==> src/rtl/mc_control_fsm.sv <==
// Main control FSM of the RV32I multi-cycle core: sequences fetch/decode/execute/
// memory/write-back and drives datapath selects, write strobes and alu_op.
module mc_control_fsm (
  input  logic       clk,
  input  logic       rst_n,
  input  logic [6:0] opcode,
  input  logic       mem_ready,
  input  logic       br_taken,
  output logic       pc_write,
  output logic       pc_lsb_clr,
  output logic       ir_write,
  output logic       mem_read,
  output logic       mem_write,
  output logic       adr_src,
  output logic       reg_write,
  output logic [1:0] alu_src_a,
  output logic [1:0] alu_src_b,
  output logic [1:0] result_src,
  output logic [1:0] alu_op,
  output logic       instr_retired,
  output logic       illegal_instr,
  output logic [3:0] state
);

  // state     | meaning
  // FETCH     | read instruction at PC, PC += 4 on mem_ready
  // DECODE    | branch/JAL target into ALUOut, dispatch on opcode
  // MEM_ADDR  | rs1 + imm load/store address
  // MEM_RD    | load data request
  // MEM_WB    | load data to register file
  // MEM_WR    | store data request
  // EXEC_R    | rs1 op rs2
  // EXEC_I    | rs1 op imm
  // ALU_WB    | ALUOut to register file
  // BRANCH    | compare, load PC from ALUOut when taken
  // JAL       | jump to target, link into ALUOut
  // JALR_CALC | rs1 + imm target
  // JALR_JMP  | jump with bit 0 cleared, link into ALUOut
  // LUI       | 0 + imm
  // AUIPC     | old_pc + imm
  // TRAP      | illegal opcode, held until reset
  typedef enum logic [3:0] {
    S_FETCH     = 4'd0,
    S_DECODE    = 4'd1,
    S_MEM_ADDR  = 4'd2,
    S_MEM_RD    = 4'd3,
    S_MEM_WB    = 4'd4,
    S_MEM_WR    = 4'd5,
    S_EXEC_R    = 4'd6,
    S_EXEC_I    = 4'd7,
    S_ALU_WB    = 4'd8,
    S_BRANCH    = 4'd9,
    S_JAL       = 4'd10,
    S_JALR_CALC = 4'd11,
    S_JALR_JMP  = 4'd12,
    S_LUI       = 4'd13,
    S_AUIPC     = 4'd14,
    S_TRAP      = 4'd15
  } state_t;

  localparam logic [6:0] OP_LOAD   = 7'b0000011;
  localparam logic [6:0] OP_STORE  = 7'b0100011;
  localparam logic [6:0] OP_RTYPE  = 7'b0110011;
  localparam logic [6:0] OP_ITYPE  = 7'b0010011;
  localparam logic [6:0] OP_BRANCH = 7'b1100011;
  localparam logic [6:0] OP_JAL    = 7'b1101111;
  localparam logic [6:0] OP_JALR   = 7'b1100111;
  localparam logic [6:0] OP_LUI    = 7'b0110111;
  localparam logic [6:0] OP_AUIPC  = 7'b0010111;
  localparam logic [6:0] OP_FENCE  = 7'b0001111;

  // Per-state control word. The *_rdy / *_br / *_fence bits mark outputs that are
  // qualified in the same cycle by mem_ready, br_taken or the opcode.
  typedef struct packed {
    logic       pc_write;
    logic       pc_wr_rdy;
    logic       pc_wr_br;
    logic       pc_lsb_clr;
    logic       ir_wr_rdy;
    logic       mem_read;
    logic       mem_write;
    logic       adr_src;
    logic       reg_write;
    logic [1:0] alu_src_a;
    logic [1:0] alu_src_b;
    logic [1:0] result_src;
    logic [1:0] alu_op;
    logic       retire;
    logic       retire_rdy;
    logic       retire_fence;
    logic       illegal;
  } ctl_t;

  function automatic ctl_t decode(state_t s);
    ctl_t c;
    c = '0;
    case (s)
      S_FETCH: begin
        c.mem_read   = 1'b1;
        c.alu_src_b  = 2'b10;
        c.result_src = 2'b10;
        c.pc_wr_rdy  = 1'b1;
        c.ir_wr_rdy  = 1'b1;
      end
      S_DECODE: begin
        c.alu_src_a    = 2'b01;
        c.alu_src_b    = 2'b01;
        c.retire_fence = 1'b1;
      end
      S_MEM_ADDR: begin
        c.alu_src_a = 2'b10;
        c.alu_src_b = 2'b01;
      end
      S_MEM_RD: begin
        c.mem_read = 1'b1;
        c.adr_src  = 1'b1;
      end
      S_MEM_WB: begin
        c.reg_write  = 1'b1;
        c.result_src = 2'b01;
        c.retire     = 1'b1;
      end
      S_MEM_WR: begin
        c.mem_write  = 1'b1;
        c.adr_src    = 1'b1;
        c.retire_rdy = 1'b1;
      end
      S_EXEC_R: begin
        c.alu_src_a = 2'b10;
        c.alu_op    = 2'b10;
      end
      S_EXEC_I: begin
        c.alu_src_a = 2'b10;
        c.alu_src_b = 2'b01;
        c.alu_op    = 2'b11;
      end
      S_ALU_WB: begin
        c.reg_write = 1'b1;
        c.retire    = 1'b1;
      end
      S_BRANCH: begin
        c.alu_src_a = 2'b10;
        c.alu_op    = 2'b01;
        c.pc_wr_br  = 1'b1;
        c.retire    = 1'b1;
      end
      S_JAL: begin
        c.pc_write  = 1'b1;
        c.alu_src_a = 2'b01;
        c.alu_src_b = 2'b10;
      end
      S_JALR_CALC: begin
        c.alu_src_a = 2'b10;
        c.alu_src_b = 2'b01;
      end
      S_JALR_JMP: begin
        c.pc_write   = 1'b1;
        c.pc_lsb_clr = 1'b1;
        c.alu_src_a  = 2'b01;
        c.alu_src_b  = 2'b10;
      end
      S_LUI: begin
        c.alu_src_a = 2'b11;
        c.alu_src_b = 2'b01;
      end
      S_AUIPC: begin
        c.alu_src_a = 2'b01;
        c.alu_src_b = 2'b01;
      end
      S_TRAP: c.illegal = 1'b1;
      default: c = '0;
    endcase
    return c;
  endfunction

  state_t st_q, nxt;
  ctl_t   ctl_q;

  always_comb begin
    nxt = st_q;
    case (st_q)
      S_FETCH:  nxt = mem_ready ? S_DECODE : S_FETCH;
      S_DECODE: begin
        case (opcode)
          OP_LOAD, OP_STORE: nxt = S_MEM_ADDR;
          OP_RTYPE:          nxt = S_EXEC_R;
          OP_ITYPE:          nxt = S_EXEC_I;
          OP_BRANCH:         nxt = S_BRANCH;
          OP_JAL:            nxt = S_JAL;
          OP_JALR:           nxt = S_JALR_CALC;
          OP_LUI:            nxt = S_LUI;
          OP_AUIPC:          nxt = S_AUIPC;
          OP_FENCE:          nxt = S_FETCH;
          default:           nxt = S_TRAP;
        endcase
      end
      S_MEM_ADDR:  nxt = opcode[5] ? S_MEM_WR : S_MEM_RD;
      S_MEM_RD:    nxt = mem_ready ? S_MEM_WB : S_MEM_RD;
      S_MEM_WB:    nxt = S_FETCH;
      S_MEM_WR:    nxt = mem_ready ? S_FETCH : S_MEM_WR;
      S_EXEC_R:    nxt = S_ALU_WB;
      S_EXEC_I:    nxt = S_ALU_WB;
      S_ALU_WB:    nxt = S_FETCH;
      S_BRANCH:    nxt = S_FETCH;
      S_JAL:       nxt = S_ALU_WB;
      S_JALR_CALC: nxt = S_JALR_JMP;
      S_JALR_JMP:  nxt = S_ALU_WB;
      S_LUI:       nxt = S_ALU_WB;
      S_AUIPC:     nxt = S_ALU_WB;
      S_TRAP:      nxt = S_TRAP;
      default:     nxt = S_FETCH;
    endcase
  end

  // Control word is registered from the next state so outputs come straight off flops.
  always_ff @(posedge clk) begin
    if (!rst_n) begin
      st_q  <= S_FETCH;
      ctl_q <= decode(S_FETCH);
    end else begin
      st_q  <= nxt;
      ctl_q <= decode(nxt);
    end
  end

  // Strobes are gated by rst_n so a reset cycle never commits architectural state.
  assign pc_write      = rst_n & (ctl_q.pc_write | (ctl_q.pc_wr_rdy & mem_ready)
                                  | (ctl_q.pc_wr_br & br_taken));
  assign ir_write      = rst_n & ctl_q.ir_wr_rdy & mem_ready;
  assign mem_read      = rst_n & ctl_q.mem_read;
  assign mem_write     = rst_n & ctl_q.mem_write;
  assign reg_write     = rst_n & ctl_q.reg_write;
  assign instr_retired = rst_n & (ctl_q.retire | (ctl_q.retire_rdy & mem_ready)
                                  | (ctl_q.retire_fence & (opcode == OP_FENCE)));
  assign pc_lsb_clr    = ctl_q.pc_lsb_clr;
  assign adr_src       = ctl_q.adr_src;
  assign alu_src_a     = ctl_q.alu_src_a;
  assign alu_src_b     = ctl_q.alu_src_b;
  assign result_src    = ctl_q.result_src;
  assign alu_op        = ctl_q.alu_op;
  assign illegal_instr = ctl_q.illegal;
  assign state         = st_q;

endmodule

==> config.mk <==
export PLATFORM = sky130hd
export DESIGN_NAME = mc_control_fsm
export DESIGN_NICKNAME = d
export VERILOG_FILES = /design/src/rtl/mc_control_fsm.sv
export SDC_FILE = /design/constraint.sdc
export NUM_CORES = 1
export LEC_CHECK = 0
export BUFFER_PORTS_ARGS = -buffer_cell sky130_fd_sc_hd__buf_2
export CORE_ASPECT_RATIO = 1.25
export CORE_MARGIN = 2
export CORE_UTILIZATION = 26
export DETAILED_ROUTE_END_ITERATION = 6
export SYNTH_ARGS = -nofsm -noshare
export SYNTH_HDL_FRONTEND = slang
export SYNTH_SLANG_ARGS = --single-unit
==> constraint.sdc <==
create_clock -name clk -period 2.07 [get_ports clk]
set_input_delay 0.207 -clock clk [delete_from_list [all_inputs] [get_ports clk]]
set_output_delay 0.207 -clock clk [all_outputs]
set_load 0.02 [all_outputs]
# --- After elaboration in Yosys (flattened, before gate mapping) ---
# Index checks and enable logic that the tools add are counted.
word_totals:
  regBits: 23
  latchBits: 0
  ramBits: 0
  rom_bits: 0
  input_bits: 11
  n_memories: 0
classes:
  n_addsub: 0
  n_mul: 0
  div: 0
  n_lt_le_gt_ge: 0
  n_eq_ne: 40
  shifts: 0
  muxes: 21
  bitwise_logic: 15
  reduce_logical: 14
ops:
  columns: ["cell", "n"]
  rows:
  - ["$pmux W4 S9", 2]
  - ["$eq A4 B4 Y1 const B", 16]
  - ["$eq A4 B3 Y1 const B", 8]
  - ["$eq A7 B6 Y1 const B", 3]
  - ["$eq A7 B7 Y1 const B", 3]
  - ["$eq A4 B2 Y1 const B", 4]
  - ["$eq A7 B5 Y1 const B", 2]
  - ["$mux W1", 12]
  - ["$pmux W2 S3", 2]
  - ["$reduce_or A6 Y1", 2]
  - ["$and A1 B1 Y1", 11]
  - ["$reduce_or A2 Y1", 5]
  - ["$mux W3", 3]
  - ["$reduce_or A3 Y1", 3]
  - ["$eq A4 B1 Y1 const B", 2]
  - ["$logic_not A4 Y1", 2]
  - ["$pmux W2 S2", 2]
  - ["$eq A7 B2 Y1 const B", 1]
  - ["$eq A7 B4 Y1 const B", 1]
  - ["$reduce_or A5 Y1", 1]
  - ["$or A1 B1 Y1", 4]
  - ["$reduce_or A4 Y1", 1]

# --- Depth between registers and ports, before layout ---
depth:
  word_depth: 7
  mapped_depth: 8

# --- Worst setup path after synthesis ---
# No wires, ideal clock.
synth_timing:
  kind: "register to register"
  startpoint: "register st_q[0], in the netlist state[0]"
  endpoint: "register ctl_q (netlist bit alu_src_b[0])"
  setup_time_ps: 74
  t_arrival_ps: 1838
  setup_slack_ps: 157
  stages_incl_launch_ff: 8
  path_buffers: 1
  path_cell_list: "dfxtp_1 > clkbuf_2 > nor4b_4 > o31ai_1 > o22ai_2 > inv_2 > a221o_1 > a31oi_1"
synth_via:
  elab_chain_cells: 6
synth_lines:
  columns: ["item", "line_no", "rtl"]
  rows:
  - ["from (decl)", "176", "state_t st_q, nxt;"]
  - ["from (signal assigned)", "221", "st_q <= nxt;"]
  - ["$eq A4 B4 Y1 or $eq A4 B3 Y1 (tied branches)", "181", "case (st_q)"]
  - ["$reduce_or A6 Y1 (no source line) or $reduce_or A3 Y1 (tied branches)", null, null]
  - ["$pmux W4 S9 (*)", "181", null]
  - ["$eq A4 B4 Y1, or another cell as far along", "97", "case (s)"]
  - ["$reduce_or A6 Y1 (no source line) or $reduce_or A3 Y1 (tied branches)", null, null]
  - ["$pmux W2 S2 (*)", "97", null]
  - ["to (signal assigned)", "219", "ctl_q <= decode(S_FETCH);"]
  - ["to (signal assigned)", "222", "ctl_q <= decode(nxt);"]
  - ["to (decl)", "177", "ctl_t ctl_q;"]
# Every way passes the cells marked *; elsewhere a longest branch is shown, timed or not.
# A chain may end at the register's enable or synchronous reset.

# --- Worst setup path in the final report ---
layout_timing:
  startpoint: "register st_q[2], in the netlist state[2]"
  endpoint: "register ctl_q (netlist bit adr_src)"
layout_via:
  elab_chain_cells: 6
layout_lines:
  columns: ["item", "line_no"]
  rows:
  - ["$eq A4 B4 Y1 or $eq A4 B3 Y1 (tied branches)", "181"]
  - ["$reduce_or A6 Y1 (no source line) or $reduce_or A3 Y1 (tied branches)", null]
  - ["$pmux W4 S9 (*)", "181"]
  - ["$eq A4 B3 Y1 or $eq A4 B2 Y1 (tied branches)", "97"]
  - ["$reduce_or A2 Y1 (no source line) (*)", null]
  - ["$mux W1 (*)", "97"]
# Marked as above.

==> results.txt <==
Clock Power Share -> 0.123
Overflow after GRT -> 0
Max Freq -> 0.524 GHz
synth top area cells -> dfxtp_1 34%, buf_4 6.4%, and2_1 3.4%, nor2_1 3.2%, buf_6 2.6%
nets -> 184
residual DRC count -> 0
root buf cell -> clkbuf_8
overall routed net length -> 3070 microns
hold_sp -> rst_n
Commonest cells post-synth -> 22 x dfxtp_1, 11 x buf_4, 11 x nor2_1
vias in the first global route -> 1081
period utilization -> 0.922
VDD IR max -> 0.515 mV
Inserted Diodes -> 0
total power draw -> 2.50 mW
WS Path Type -> reg2reg
Cell Rows -> 28
io pins -> 32
syn nets -> 153
P_sw -> 1.14 mW
DP HPWL -> 2260 microns
Core Util, Final -> 0.324
clock buffer depth -> 2
Reg2Reg Setup Slack -> 0.16 ns
cells on worst reg2reg path -> 6
Die W -> 66.8 microns
clk sinks -> 22
Combinational Power Share -> 0.614
Synth cell types -> 50
Worst setup startpoint -> state[2]
DRT Pass-1 Iters -> 4
status -> complete, no violations
die area -> 5510 sq um
Reg power frac -> 0.264
Area Growth Syn to Fin -> 19.6%
number of synthesized flops with an enable pin -> 0
Arr. time, crit path -> 2.12 ns
Final setup viols -> 0
Mapped Avg Cell Area -> 9.03 sq um
Seq/Total Area, Yosys -> 0.343
worst slew pin tran -> 0.579 ns
core area -> 4730 sq um
Worst-Skew Late Latency -> 0.26 ns
port bufs -> 31
Via density -> 4.93
gpl congestion -> 0.831
largest net degree at the start of global routing -> 15
Ys Warns -> 0
hold path endpoint -> ctl_q[16]
startpoint types -> flip-flop
Synth area leader -> dfxtp_1
filler instances -> 515
RR Startpoint -> state[2]
worst hold path cell count -> 2
TritonCTS clock tree -> built
leak pwr -> 0.653 nW
CP Capture Type -> flip-flop
Yosys top cell area share -> 0.343
Vias -> 1143
power density cells -> 1630 nW/um^2
Hold Crit Class -> in2reg
Max H-tree Level -> 1
FF-to-FF End -> adr_src
worst relative slew slack -> 0.613
Async S/R FF share, synth -> 0
Synth Register Bits -> 22
Clock transition at path regs -> 0.08 ns
Req. time, crit path -> 2.28 ns
Final ANT Viol Nets -> 0
first-pass GRT wire length -> 4840 microns
maxcap violations -> 0
Die Span Y -> 82.5 microns
RSZ-0062 raised after global routing -> no
GRT Total Usage -> 0.115
Cells after Synth -> 142
share of layout cells above drive strength 1 -> 0.366
prevailing post-synth register cell -> dfxtp_1
initial antenna violation count -> 0
min Tclk post-route -> 1.91 ns
count leader, synth -> dfxtp_1
WL/cell -> 13.2 microns
Sum Neg Setup Slack -> 0 ns
Worst Path Max Fanout -> 7
Setup Skew -> 0.00721 ns
Initial Util -> 0.271
switching share of power -> 0.454
Final Hold Vio Count -> 0
synthesized cell area -> 1280 sq um
DRT iter0 DRCs -> 57
Num CTS Buffers -> 3
Slew Viols, Final -> 0
Int Pwr -> 1.36 mW
metal layers:
layer / GRT usage / share of wire / wire, microns
met5: 0 / 0 / 0
met4: 0.0388 / 0.015 / 47
met3: 0.0285 / 0.048 / 146
met2: 0.195 / 0.47 / 1440
met1: 0.140 / 0.47 / 1430
worst max-delay path: stages, from the launching register on:
cell,delay (ns)
dfxtp_1,0.39
buf_4,0.19
nor3_1,0.21
o221ai_2,0.17
a2bb2oi_1,0.52
and2_1,0.22
and3_1,0.15
metrics by stage:
stage	cells	hold WS (ns)	area [sq um]	setup slack, ns
2_1_floorplan	142	0.337	1280	0.157
5_1_grt	232	0.255	1530	0.0393
4_1_cts	231	0.238	1520	0.0809
6_report	232	0.241	1530	0.160
3_3_place_gp	227	0.506	1460	0.0661
3_5_place_dp	227	0.510	1460	0.0290
power by group through the flow:
stage | Clock, mW | Combinational, mW | Sequential (mW)
2_1_floorplan | 0 | 1.17 | 0.663
3_3_place_gp | 0 | 1.49 | 0.667
3_5_place_dp | 0 | 1.49 | 0.666
4_1_cts | 0.316 | 1.50 | 0.658
5_1_grt | 0.328 | 1.67 | 0.679
6_report | 0.307 | 1.53 | 0.659
how the worst max path moves through the flow:
stage,slack (ns),cells past startpoint,to
3_5_place_dp,0.03,7,alu_src_a[0]
2_1_floorplan,0.16,7,alu_src_b[0]
4_1_cts,0.08,6,alu_src_b[0]
6_report,0.16,6,adr_src
5_1_grt,0.04,6,adr_src
3_3_place_gp,0.07,7,alu_src_b[1]
placed cells by master, fill, tap and decap left out, types with 2 or more instances in the layout:
cell	instances
xnor2_1	2
buf_4	11
a221oi_1	2
a21oi_1	5
nor4_1	3
o31ai_1	2
a2bb2oi_1	2
dfxtp_1	21
clkbuf_8	4
o21a_1	2
a31oi_1	3
and2_1	7
a21o_2	2
nor2_1	10
buf_2	31
o21ai_0	2
and3_1	5
a211oi_1	2
inv_1	6
nand4b_1	2
a211o_1	2
nand2_1	8
o211ai_1	2
nand3b_1	3
nor3_1	6
final cells by class:
type	instances	area [sq um]	area share
multi-input combinational	97	698	0.455
sequential	22	442	0.288
clock buffer	4	55.1	0.0359
tap	60	75.1	0.0489
timing repair buffer	42	238	0.155
inverter	7	26.3	0.0171
sequential cells by signal, indices dropped and copies added, names as in the netlist:
register / cells
alu_src_b: 2
state: 4
alu_src_a: 2
result_src: 1
ctl_q: 8
adr_src: 1
illegal_instr: 1
alu_op: 2
pc_lsb_clr: 1
what timing repair did:
| item | 4_1_cts | 5_1_grt |
|---|---|---|
| hold buffers | 0 | 0 |
| setup endpoints to repair | 0 | 7 |
| setup buffers | 0 | 1 |
| resized for setup | 0 | 3 |
kinds of logic (layout without fill, tap and decap cells):
logic type	after synthesis	after routing	share of synthesized area
buffers and inverters	23	53	0.118
xor gates and xnor gates	2	2	0.0137
and+or+nand+nor	55	55	0.266
muxes	1	1	0.00781
DFF	22	22	0.343
AOI/OAI and AO/OA	39	39	0.251
Power figures use the tool's default switching activity.
